## config.mk

```make
export PLATFORM = sky130hd
export DESIGN_NAME = ptw_dbus_arbiter
export DESIGN_NICKNAME = d
export VERILOG_FILES = /design/src/rtl/ptw_dbus_arbiter_pkg.sv /design/src/rtl/ptw_dbus_arbiter_pte_cache.sv /design/src/rtl/ptw_dbus_arbiter.sv
export SDC_FILE = /design/constraint.sdc
export NUM_CORES = 1
export LEC_CHECK = 0
export ABC_CLOCK_PERIOD_IN_PS = 2700
export CAP_MARGIN = 5
export CORE_AREA = 2 2 213 215
export DETAILED_ROUTE_END_ITERATION = 8
export DIE_AREA = 0 0 215 217
export PLACE_DENSITY_LB_ADDON = 0.08
export SLEW_MARGIN = 30
export SYNTH_ARGS = -nofsm -noshare
export SYNTH_HDL_FRONTEND = slang
export SYNTH_SLANG_ARGS = --single-unit
```

## constraint.sdc

```tcl
create_clock -name clk -period 2.7 [get_ports clk]
set_input_delay 0.675 -clock clk [delete_from_list [all_inputs] [get_ports clk]]
set_output_delay 0.675 -clock clk [all_outputs]
set_load 0.02 [all_outputs]
```

## src/rtl/ptw_dbus_arbiter_pkg.sv

```systemverilog
// Shared types for the walker / data-port bus arbiter.
// Request fields use the package widths. Instantiate the arbiter with
// AW/DW equal to ARB_AW/ARB_DW.
package ptw_dbus_arbiter_pkg;

  localparam int ARB_AW = 64;
  localparam int ARB_DW = 64;

  // Bus size codes, log2 of the access width in bytes.
  localparam logic [2:0] MSIZE1 = 3'b000;
  localparam logic [2:0] MSIZE2 = 3'b001;
  localparam logic [2:0] MSIZE4 = 3'b010;
  localparam logic [2:0] MSIZE8 = 3'b011;

  typedef enum logic [1:0] {
    IDLE = 2'd0,
    PTW  = 2'd1,
    DATA = 2'd2,
    GAP  = 2'd3
  } arb_state_t;

  // One latched bus request, shared by the walker and data ports.
  typedef struct packed {
    logic [ARB_AW-1:0]   addr;
    logic [2:0]          size;
    logic [ARB_DW/8-1:0] strobe;
    logic [ARB_DW-1:0]   wdata;
  } req_t;

  // Clears the low three bits so a byte address names its 8-byte word.
  function automatic logic [ARB_AW-1:0] dword_align(input logic [ARB_AW-1:0] a);
    return {a[ARB_AW-1:3], 3'b000};
  endfunction

endpackage

```

## src/rtl/ptw_dbus_arbiter_pte_cache.sv

```systemverilog
// Single-entry PTE cache: remembers the last PTE read by the walker.
// The entry is dropped on flush, on a data write to its 8-byte word, and on reset.
module pte_cache_entry
  import ptw_dbus_arbiter_pkg::*;
#(
  parameter int AW = ARB_AW,
  parameter int DW = ARB_DW
) (
  input  logic          clk,
  input  logic          reset,
  input  logic          flush,
  input  logic          fill_en,
  input  logic [AW-1:0] fill_addr,
  input  logic [DW-1:0] fill_data,
  input  logic          inv_en,
  input  logic [AW-1:0] inv_addr,
  input  logic [AW-1:0] lookup_addr,
  output logic          hit,
  output logic [DW-1:0] hit_data
);

  logic          valid_q, valid_d;
  logic [AW-1:0] addr_q, addr_d;
  logic [DW-1:0] data_q, data_d;

  // Next-entry logic: fill first, then invalidation. A flush overrides everything else.
  always_comb begin
    valid_d = valid_q;
    addr_d  = addr_q;
    data_d  = data_q;
    if (fill_en) begin
      valid_d = 1'b1;
      addr_d  = fill_addr;
      data_d  = fill_data;
    end
    if (inv_en && (dword_align(inv_addr) == addr_q)) begin
      valid_d = 1'b0;
    end
    if (flush) begin
      valid_d = 1'b0;
    end
  end

  // Entry registers.
  always_ff @(posedge clk) begin
    if (reset) begin
      valid_q <= 1'b0;
      addr_q  <= '0;
      data_q  <= '0;
    end else begin
      valid_q <= valid_d;
      addr_q  <= addr_d;
      data_q  <= data_d;
    end
  end

  assign hit      = valid_q && (lookup_addr == addr_q);
  assign hit_data = data_q;

endmodule

```

## src/rtl/ptw_dbus_arbiter.sv

```systemverilog
// Arbitrates the data bus between page-table-walker PTE reads and
// post-translation loads/stores. The walker wins when both ports request at once.
// Optional feature macro PTW_PTE_CACHE_EN adds a single-entry PTE cache.
module ptw_dbus_arbiter
  import ptw_dbus_arbiter_pkg::*;
#(
  parameter int         AW       = ARB_AW,
  parameter int         DW       = ARB_DW,
  parameter logic [2:0] PTE_SIZE = 3'b011
) (
  input  logic            clk,
  input  logic            reset,
  input  logic            ptw_req,
  input  logic [AW-1:0]   ptw_addr,
  output logic [DW-1:0]   ptw_data,
  output logic            ptw_data_valid,
  input  logic            d_req,
  input  logic [AW-1:0]   d_addr,
  input  logic [2:0]      d_size,
  input  logic [DW/8-1:0] d_strobe,
  input  logic [DW-1:0]   d_wdata,
  output logic [DW-1:0]   d_rdata,
  output logic            d_ok,
  output logic            bus_valid,
  output logic [AW-1:0]   bus_addr,
  output logic [2:0]      bus_size,
  output logic [DW/8-1:0] bus_strobe,
  output logic [DW-1:0]   bus_wdata,
  input  logic [DW-1:0]   bus_rdata,
  input  logic            bus_ok,
  input  logic            flush
);

  localparam logic [1:0] ST_IDLE = IDLE;
  localparam logic [1:0] ST_PTW  = PTW;
  localparam logic [1:0] ST_DATA = DATA;
  localparam logic [1:0] ST_GAP  = GAP;

  logic [1:0]    state_q, state_d;
  req_t          req_q, req_d;
  logic          bus_valid_q, bus_valid_d;
  logic [DW-1:0] ptw_data_q, ptw_data_d;
  logic          ptw_data_valid_q, ptw_data_valid_d;
  logic [DW-1:0] d_rdata_q, d_rdata_d;
  logic          d_ok_q, d_ok_d;

  logic          cache_hit;
  logic [DW-1:0] cache_data;

`ifdef PTW_PTE_CACHE_EN
  pte_cache_entry #(.AW(AW), .DW(DW)) u_pte_cache (
    .clk         (clk),
    .reset       (reset),
    .flush       (flush),
    .fill_en     ((state_q == ST_PTW) && bus_ok),
    .fill_addr   (req_q.addr),
    .fill_data   (bus_rdata),
    .inv_en      ((state_q == ST_IDLE) && !ptw_req && d_req && (|d_strobe)),
    .inv_addr    (d_addr),
    .lookup_addr (ptw_addr),
    .hit         (cache_hit),
    .hit_data    (cache_data)
  );
`else
  logic unused_flush;
  assign unused_flush = flush;
  assign cache_hit    = 1'b0;
  assign cache_data   = '0;
`endif

  // FSM and next values of all registered outputs. Response pulses default low.
  always_comb begin
    state_d          = state_q;
    req_d            = req_q;
    bus_valid_d      = bus_valid_q;
    ptw_data_d       = ptw_data_q;
    ptw_data_valid_d = 1'b0;
    d_rdata_d        = d_rdata_q;
    d_ok_d           = 1'b0;
    case (state_q)
      ST_IDLE: begin
        if (ptw_req) begin
          if (cache_hit) begin
            ptw_data_d       = cache_data;
            ptw_data_valid_d = 1'b1;
            state_d          = ST_GAP;
          end else begin
            req_d.addr   = ptw_addr;
            req_d.size   = PTE_SIZE;
            req_d.strobe = '0;
            req_d.wdata  = '0;
            bus_valid_d  = 1'b1;
            state_d      = ST_PTW;
          end
        end else if (d_req) begin
          req_d.addr   = d_addr;
          req_d.size   = d_size;
          req_d.strobe = d_strobe;
          req_d.wdata  = d_wdata;
          bus_valid_d  = 1'b1;
          state_d      = ST_DATA;
        end
      end
      ST_PTW: begin
        if (bus_ok) begin
          ptw_data_d       = bus_rdata;
          ptw_data_valid_d = 1'b1;
          bus_valid_d      = 1'b0;
          state_d          = ST_GAP;
        end
      end
      ST_DATA: begin
        if (bus_ok) begin
          d_rdata_d   = bus_rdata;
          d_ok_d      = 1'b1;
          bus_valid_d = 1'b0;
          state_d     = ST_GAP;
        end
      end
      ST_GAP: begin
        state_d = ST_IDLE;
      end
      default: begin
        bus_valid_d = 1'b0;
        state_d     = ST_IDLE;
      end
    endcase
  end

  // State and output registers. Reset abandons any transaction without a response.
  always_ff @(posedge clk) begin
    if (reset) begin
      state_q          <= ST_IDLE;
      req_q            <= '0;
      bus_valid_q      <= 1'b0;
      ptw_data_q       <= '0;
      ptw_data_valid_q <= 1'b0;
      d_rdata_q        <= '0;
      d_ok_q           <= 1'b0;
    end else begin
      state_q          <= state_d;
      req_q            <= req_d;
      bus_valid_q      <= bus_valid_d;
      ptw_data_q       <= ptw_data_d;
      ptw_data_valid_q <= ptw_data_valid_d;
      d_rdata_q        <= d_rdata_d;
      d_ok_q           <= d_ok_d;
    end
  end

  assign bus_valid      = bus_valid_q;
  assign bus_addr       = req_q.addr;
  assign bus_size       = req_q.size;
  assign bus_strobe     = req_q.strobe;
  assign bus_wdata      = req_q.wdata;
  assign ptw_data       = ptw_data_q;
  assign ptw_data_valid = ptw_data_valid_q;
  assign d_rdata        = d_rdata_q;
  assign d_ok           = d_ok_q;

endmodule

```

# Word level (Yosys, flattened, before mapping)
# Cells that the tools add are included.
[word_totals] register_bits=272 latchBits=0 ram_bits=0 mem_bits_ro=0 in_bits=273 out_inout_bits=270 elab_cells=39 mem_count=0
[classes] n_addsub=0 mul=0 div=0 order_cmp=0 eq_ne=5 shifts=0 mux=11 bitwise_logic=2 reduce_logical=11
[op_table] op="$mux 139" count=2
[op_table] op="$reduce_and 2->1" count=4
[op_table] op="$mux 2" count=3
[op_table] op="$pmux 2 s3" count=1
[op_table] op="$reduce_or 2->1" count=3
[op_table] op="$eq 2x2->1 const B" count=2
[op_table] op="$mux 1" count=4
[op_table] op="$reduce_bool 2->1" count=2
[op_table] op="$ne 3x3->1 const B" count=1
[op_table] op="$reduce_and 3->1" count=1
[op_table] op="$eq 2x1->1 const B" count=1
[op_table] op="$logic_not 2->1" count=1
[op_table] op="$ne 2x1->1 const B" count=1
[op_table] op="$not 1->1" count=2
[op_table] op="$pmux 1 s2" count=1

# Longest topological paths before layout
# Gate-level depths: netlist of run 1.
[depth] depth_word=4 depth_mapped=8 depth_no_buf=5

# Worst setup path after synthesis of run 1
# Ideal clock, no wire load.
[synth_path] path_type="in2reg" start="input port ptw_req" end="register req_q, in the netlist bus_addr[20]" setup_time_ns=0.146 t_arrival_ns=1.555 setup_slack_ns=0.999 path_stages=7 cell_sequence="buf_4 o21a_1 buf_2 buf_6 buf_2 nor2_1 a211oi_2"
[synth_between] elab_chain_len=2 elab_cells_between_ends=3 classes_between="mux: 1; reduce/logical: 2"
[synth_lines] element="from (decl)" line="ptw_dbus_arbiter.sv:13" text="input logic ptw_req,"
[synth_lines] element="$reduce_bool 2->1 (no line)"
[synth_lines] element="$reduce_and 2->1 (no line)"
[synth_lines] element="to (signal assigned)" line="ptw_dbus_arbiter.sv:142" text="req_q <= req_d;"
[synth_lines] element="to (decl)" line="ptw_dbus_arbiter.sv:40" text="req_t req_q, req_d;"
# Parallel ways exist; a longest one is shown, timed or not.
# A chain may end at the register's enable or synchronous reset.

# Final worst setup path of run 1
[layout_path] start="register req_q, in the netlist bus_addr[6]" end="output port bus_addr[6]"
[layout_lines] element="to (decl)" line="ptw_dbus_arbiter.sv:25" text="output logic [AW-1:0] bus_addr,"
# No word-level cell between the ends.

==> results.json, run 1 <==
{
  "outcome": "completed",
  "slew_headroom": 0.6682,
  "min_delay_path_depth": 2,
  "clock_sinks": 272,
  "yosys.area_share.xor_xnor": 0,
  "syn_nets": 1483,
  "yosys.area.top_type": "dfxtp_1",
  "netlist_area_sq_mm": 0.01046,
  "remaining_drc_errors": 0,
  "cts_tree": "done",
  "powerDensity_mw_per_mm2": 886.7,
  "synth-edff-count": 0,
  "fp.dieArea_sq_mm": 0.04666,
  "vias": 10106,
  "synth_area_leaders": "dfxtp_1 52%, nand2_1 12%, a21oi_1 9.6%, mux2i_1 6.1%, nand3b_1 5.2%",
  "numPortBuffers": 541,
  "final-setup-viol-count": 0,
  "cts_root_buffer": "clkbuf_16",
  "synth_top_family_by_area": "simple AND/OR/NAND/NOR gates",
  "drt-pass1-iter-count": 5,
  "wl_per_cell_microns": 17.70,
  "cts_inserted_buffers": 34,
  "clockBufferDepth": 3,
  "synth_top_area_frac": 0.5204,
  "drtIter0Drc": 524,
  "leakagePower_nw": 6.320,
  "pin_count": 543,
  "finalCriticalPeriod_ns": 2.250,
  "internal_power_mw": 10.43,
  "cts_hold_buffers": 0,
  "drv_cap": 0,
  "stdcell_count": 2332,
  "power_switching_share": 0.3395,
  "fp.coreArea_sq_mm": 0.04470,
  "layout.nets": 1982,
  "cts-resized-gates": 0,
  "rsz0062_at_grt": "false",
  "clk_pin_slew_ns": 0.06,
  "via_per_inst": 4.334,
  "crit_cells": 1,
  "p_comb_frac": 0.365,
  "ys_warn_count": 0,
  "holdCritPathClass": "reg -> reg",
  "h-tree-depth": 2,
  "hold_violations": 0,
  "grt_max_degree": 84,
  "fp.dieH_microns": 217,
  "dp_cells": 2269,
  "skew_ns": 0.004355,
  "overflow": 0,
  "gp_congestion": 0.7823,
  "start_util": 0.2341,
  "worst_skew_pair.late_latency_ns": 0.52,
  "cp_slowest_stage_delay_ns": 0.72,
  "post-dp-hpwl_microns": 29550,
  "synth-compound-area-share": 0.1622,
  "antenna_found_initial": 3,
  "tightestPinTransition_ns": 0.4977,
  "crit_fanout": 2,
  "cp.arrival_ns": 1.58,
  "wirelength_microns": 41280,
  "synth.avg_cell_area_sq_um": 8.675,
  "setup_tns_ns": 0,
  "critPathKind": "reg -> out",
  "required_ns": 2.03,
  "ant_nets": 0,
  "p_clk_frac": 0.311,
  "area_delta_synth_final_pct": 70.25,
  "slew_viol_final": 0,
  "fin_crit_sh": 0.8334,
  "yosys.area_share.simple": 0.2019,
  "grt_pass1_vias": 9974,
  "post-synth-top-count-cell": "nand2_1",
  "power.switching_mw": 5.362,
  "rows": 78,
  "synthTopCellsByCount": "332 x nand2_1, 272 x dfxtp_1, 201 x a21oi_1",
  "synth-main-ff-cell": "dfxtp_1",
  "async_flop_share": 0,
  "worstPathCellList": "clkdlybuf4s50_1",
  "yosys.area_share.adder": 0.004784,
  "grt_usage": 0.1703,
  "grt_pass1_wl_microns": 61150,
  "path_buf_inv": 1,
  "yosysUniqueCellTypes": 26,
  "ir_worst_vdd_mv": 0.3535,
  "slowest_stage": "clkdlybuf4s50_1",
  "muxShareOfSynthArea": 0.06123,
  "crit_family": "buffers and inverters",
  "critPathLaunchType": "flop",
  "die_x_microns": 215,
  "drive_gt1_frac": 0.07114,
  "yosys_register_bits": 272,
  "fmax_mhz": 444.4,
  "worst_r2r_path_depth": 6,
  "critPathCaptureType": "output pin",
  "postCtsSetupBuffers": 0,
  "syn_inst": 1206,
  "seq_area_frac_synth": 0.5204,
  "fillCellCount": 4580,
  "pwr-share-seq": 0.325
}
-- placed cells by master, fill, tap and decap left out, types with 2 or more instances in the layout --
cell type and count:
a211oi_1 35, a211oi_2 30, a21oi_1 201, and2_2 2
buf_12 18, buf_4 10, bufinv_16 4, clkbuf_1 4
clkbuf_16 37, clkbuf_8 11, clkdlybuf4s50_1 539, clkinv_2 5
dfxtp_1 272, diode_2 3, ha_1 4, inv_1 4
mux2i_1 64, nand2_1 330, nand2_2 2, nand3b_1 73
nor2_1 69, nor2b_1 2, nor3_1 4, o211ai_1 2
-- worst reg2reg max path, delay by kind of cell (launching register included) --
family,cells,cell delay (ns)
adder cells (fa/ha/maj),1,0.26
buffers and inverters,2,0.46
AO/OA/AOI/OAI,2,0.51
AND/OR/NAND/NOR,1,0.13
flip-flops,1,0.34
-- logic make-up after synthesis --
family,count (synthesis)
AO/OA/AOI/OAI,273
adder cells (fa/ha/maj),4
buffers and inverters,109
flip-flops,272
multiplexers,64
AND/OR/NAND/NOR,484
-- stage by stage --
step	cell area, sq um	utilization	total power, mW	hold slack (ns)	setup slack (ns)
2_1_floorplan	10460	-	8.283	0.4970	0.9992
5_1_grt	17810	0.3985	16.71	0.4664	0.3654
3_5_place_dp	16580	0.3710	11.07	0.4425	0.3666
4_1_cts	17800	0.3983	16.10	0.4506	0.3738
6_report	17810	0.3985	15.79	0.4468	0.4498
3_3_place_gp	16580	0.3710	11.03	0.4371	0.4123
-- worst paths after layout --
kind                                    start            end  slack (ns)
worst max-delay path              bus_addr[6]    bus_addr[6]        0.45
worst min-delay path            bus_wdata[27]  bus_wdata[27]        0.45
worst max register to register     state_q[1]  bus_wdata[21]        0.94
worst min register to register  bus_wdata[27]  bus_wdata[27]        0.45
-- power by group through the flow --
stage,Sequential (mW),Clock [mW],Combinational [mW]
2_1_floorplan,6.07,0,2.22
3_3_place_gp,5.18,0,5.85
3_5_place_dp,5.21,0,5.86
4_1_cts,5.14,5.09,5.87
5_1_grt,5.23,5.26,6.22
6_report,5.13,4.91,5.76
-- layer usage --
metal / track usage / part of all wire
met3: 0.06219 / 0.085
met4: 0.06529 / 0.033
met2: 0.2976 / 0.49
met1: 0.1888 / 0.39
met5: 0 / 0
-- registers in the layout, summed over array words and instances, names as in the netlist --
register and count:
bus_addr 64, bus_wdata 64, d_rdata 64, ptw_data 64, bus_strobe 8, bus_size 3
state_q 2, bus_valid 1, d_ok 1, ptw_data_valid 1
-- cell type report --
cell class	count	area (sq um)	share of cell area
Clock buffer	51	1079	0.06055
Antenna cell	3	7.507	0.0004215
Sequential cell	272	5445	0.3057
Clock inverter	9	145.1	0.008148
Inverter	4	15.01	0.0008429
Multi-Input combinational cell	825	4526	0.2541
Timing Repair Buffer	568	5844	0.3281
Tap cell	600	750.7	0.04215
Note: power is estimated with default switching activity, not from simulation.
==> inputs of run 2 (changes only) <==
--- a/config.mk
+++ b/config.mk
@@ -5,7 +5,7 @@
 export SDC_FILE = /design/constraint.sdc
 export NUM_CORES = 1
 export LEC_CHECK = 0
-export ABC_CLOCK_PERIOD_IN_PS = 2700
+export ABC_CLOCK_PERIOD_IN_PS = 1800
 export CAP_MARGIN = 5
 export CORE_AREA = 2 2 213 215
 export DETAILED_ROUTE_END_ITERATION = 8
==> constraint.sdc (replaced) <==
create_clock -name clk -period 1.8 [get_ports clk]
set_input_delay 0.45 -clock clk [delete_from_list [all_inputs] [get_ports clk]]
set_output_delay 0.45 -clock clk [all_outputs]
set_load 0.02 [all_outputs]
==> run 2 against run 1 <==
Die area is the same. Non-clock buffer count up 37. Global-route usage grew 0.24 points. Worst setup slack worse by 0.38 ns. Hold slack lost 0.097 ns. Final area barely moved. Clock skew grew 0.0070 ns. Register-to-register slack got worse by 0.81 ns. Sequential cell count is the same. Final cell count is 1.7% higher. Utilization barely moved. Wire length is 0.77% higher.
==> results.json, run 2 (same netlist as run 1, synthesis figures left out) <==
{
  "worst_r2r_path_depth": 5,
  "route.met3.wl_microns": 3642,
  "grt_usage": 0.1727,
  "start_util": 0.2341,
  "slew_viol_final": 0,
  "path_buf_inv": 1,
  "wl_per_cell_microns": 17.55,
  "cts_root_buffer": "clkbuf_16",
  "cp.arrival_ns": 1.28,
  "r2r_start": "state_q[1]",
  "stdcell_count": 2371,
  "worst_skew_pair.late_latency_ns": 0.53,
  "pin_count": 543,
  "final-setup-viol-count": 0,
  "layout_setup_ws_ns": 0.06875,
  "layout.nets": 2020,
  "outcome": "completed",
  "setup_tns_ns": 0,
  "skew_ns": 0.01140,
  "cts_inserted_buffers": 35,
  "vias": 10286,
  "crit_family": "buffers and inverters",
  "numPortBuffers": 541,
  "postCtsSetupBuffers": 0,
  "fin_crit_sh": 0.9618,
  "topRoutingLayerUsed": "met4",
  "ir_worst_vdd_mv": 0.5779,
  "post-route-util": 0.3988,
  "critPathCaptureType": "output pin",
  "crit_fanout": 2,
  "rows": 78,
  "h-tree-depth": 2,
  "clk_pin_slew_ns": 0.06,
  "cts_tree": "done",
  "finalCriticalPeriod_ns": 1.731,
  "gp_congestion": 0.7732,
  "slowest_stage": "clkdlybuf4s15_1",
  "fp.coreArea_sq_mm": 0.04470,
  "fmax_mhz": 577.6,
  "remaining_drc_errors": 0,
  "rsz0062_at_grt": "false",
  "r2r_slack_ns": 0.13,
  "drive_gt1_frac": 0.08839,
  "critPathKind": "reg -> out",
  "clockBufferDepth": 3,
  "dp_slack_ns": -0.07353,
  "fp.dieH_microns": 217,
  "layout.cells.most_common": "nand2_1",
  "worstPathCellList": "clkdlybuf4s15_1",
  "hold_path_end": "d_ok",
  "die_x_microns": 215,
  "hp-start": "reset",
  "grt_pass1_wl_microns": 62180,
  "tightestPinTransition_ns": 0.3270,
  "powerDensity_mw_per_mm2": 1308,
  "wl_met2_microns": 20490,
  "clock_sinks": 272,
  "wirelength_microns": 41600,
  "r2r-end": "bus_valid",
  "area_delta_synth_final_pct": 70.37,
  "hold_violations": 0,
  "overflow": 0,
  "required_ns": 1.35,
  "dp_cells": 2306,
  "antenna_found_initial": 6,
  "min_delay_path_depth": 2,
  "via_per_inst": 4.338,
  "holdCritPathClass": "in -> reg",
  "cp_slowest_stage_delay_ns": 0.42,
  "drt-pass1-iter-count": 4,
  "leakagePower_nw": 7.631,
  "fp.dieArea_sq_mm": 0.04666,
  "grt_max_degree": 83,
  "m1WireLength_microns": 16260,
  "ant_nets": 0,
  "grt_pass1_vias": 10220,
  "drv_cap": 0,
  "layout_common_cells": "330 x nand2_1, 272 x dfxtp_1, 269 x clkdlybuf4s50_1, 266 x dlygate4sd2_1, 201 x a21oi_1",
  "drtIter0Drc": 501,
  "post-dp-hpwl_microns": 30840,
  "critPathLaunchType": "flop",
  "slew_headroom": 0.7758
}
[run 2: cell types whose count changed in the layout (fill, tap and decap cells not counted), sizes merged]
cell           delta
buf              +37
bufinv            -1
clkbuf            -1
clkdlybuf4s15     +4
clkdlybuf4s50   -270
clkinvlp          +1
diode             +3
dlygate4sd2     +266
[run 2: layer usage]
| metal | vias to the layer above | track usage |
|---|---|---|
| li1 | 5142 | - |
| met1 | 4730 | 0.1904 |
| met2 | 356 | 0.2992 |
| met3 | 58 | 0.06695 |
| met4 | 0 | 0.06828 |
| met5 | - | 0 |
[run 2: area by class of cell]
cell class	instances	area [sq um]
Clock buffer	50	1035
Inverter	4	15.01
Sequential cell	272	5445
Tap cell	600	750.7
Timing Repair Buffer	605	5914
Multi-Input combinational cell	825	4527
Fill cell	4711	26870
Antenna cell	6	15.01
Clock inverter	9	122.6
[run 2: worst max-delay path by stage]
stage	from	endpoint	slack, ns	depth (start not counted)
after floorplan	state_q[0]	bus_valid	0.26	5
after global placement	d_req	bus_valid	-0.04	5
after detailed placement	d_req	bus_addr[8]	-0.07	6
after CTS	bus_addr[37]	bus_addr[37]	0.002	1
after global routing	bus_addr[37]	bus_addr[37]	0.003	1
final	bus_addr[6]	bus_addr[6]	0.07	1
[run 2: what timing repair did]
action / 4_1_cts / 5_1_grt
endpoints found under the hold margin: 0 / 0
setup endpoints to repair: 270 / 4
gates resized for setup: 271 / 4
hold buffers: 0 / 0
[run 2: report_power, final]
group	internal (mW)	total [mW]	switching, mW
logic	3.62	8.57	4.96
registers	7.14	7.65	0.510
clock network	4.41	7.10	2.69
[run 2: metrics by stage]
| stage | total power, mW | instance area, sq um | hold WS, ns |
|---|---|---|---|
| after floorplan | 12.42 | 10460 | 0.4970 |
| after global placement | 17.18 | 16980 | 0.4385 |
| after detailed placement | 17.22 | 16980 | 0.4448 |
| after CTS | 23.72 | 17800 | 0.3318 |
| after global routing | 24.71 | 17820 | 0.3755 |
| final | 23.32 | 17820 | 0.3499 |
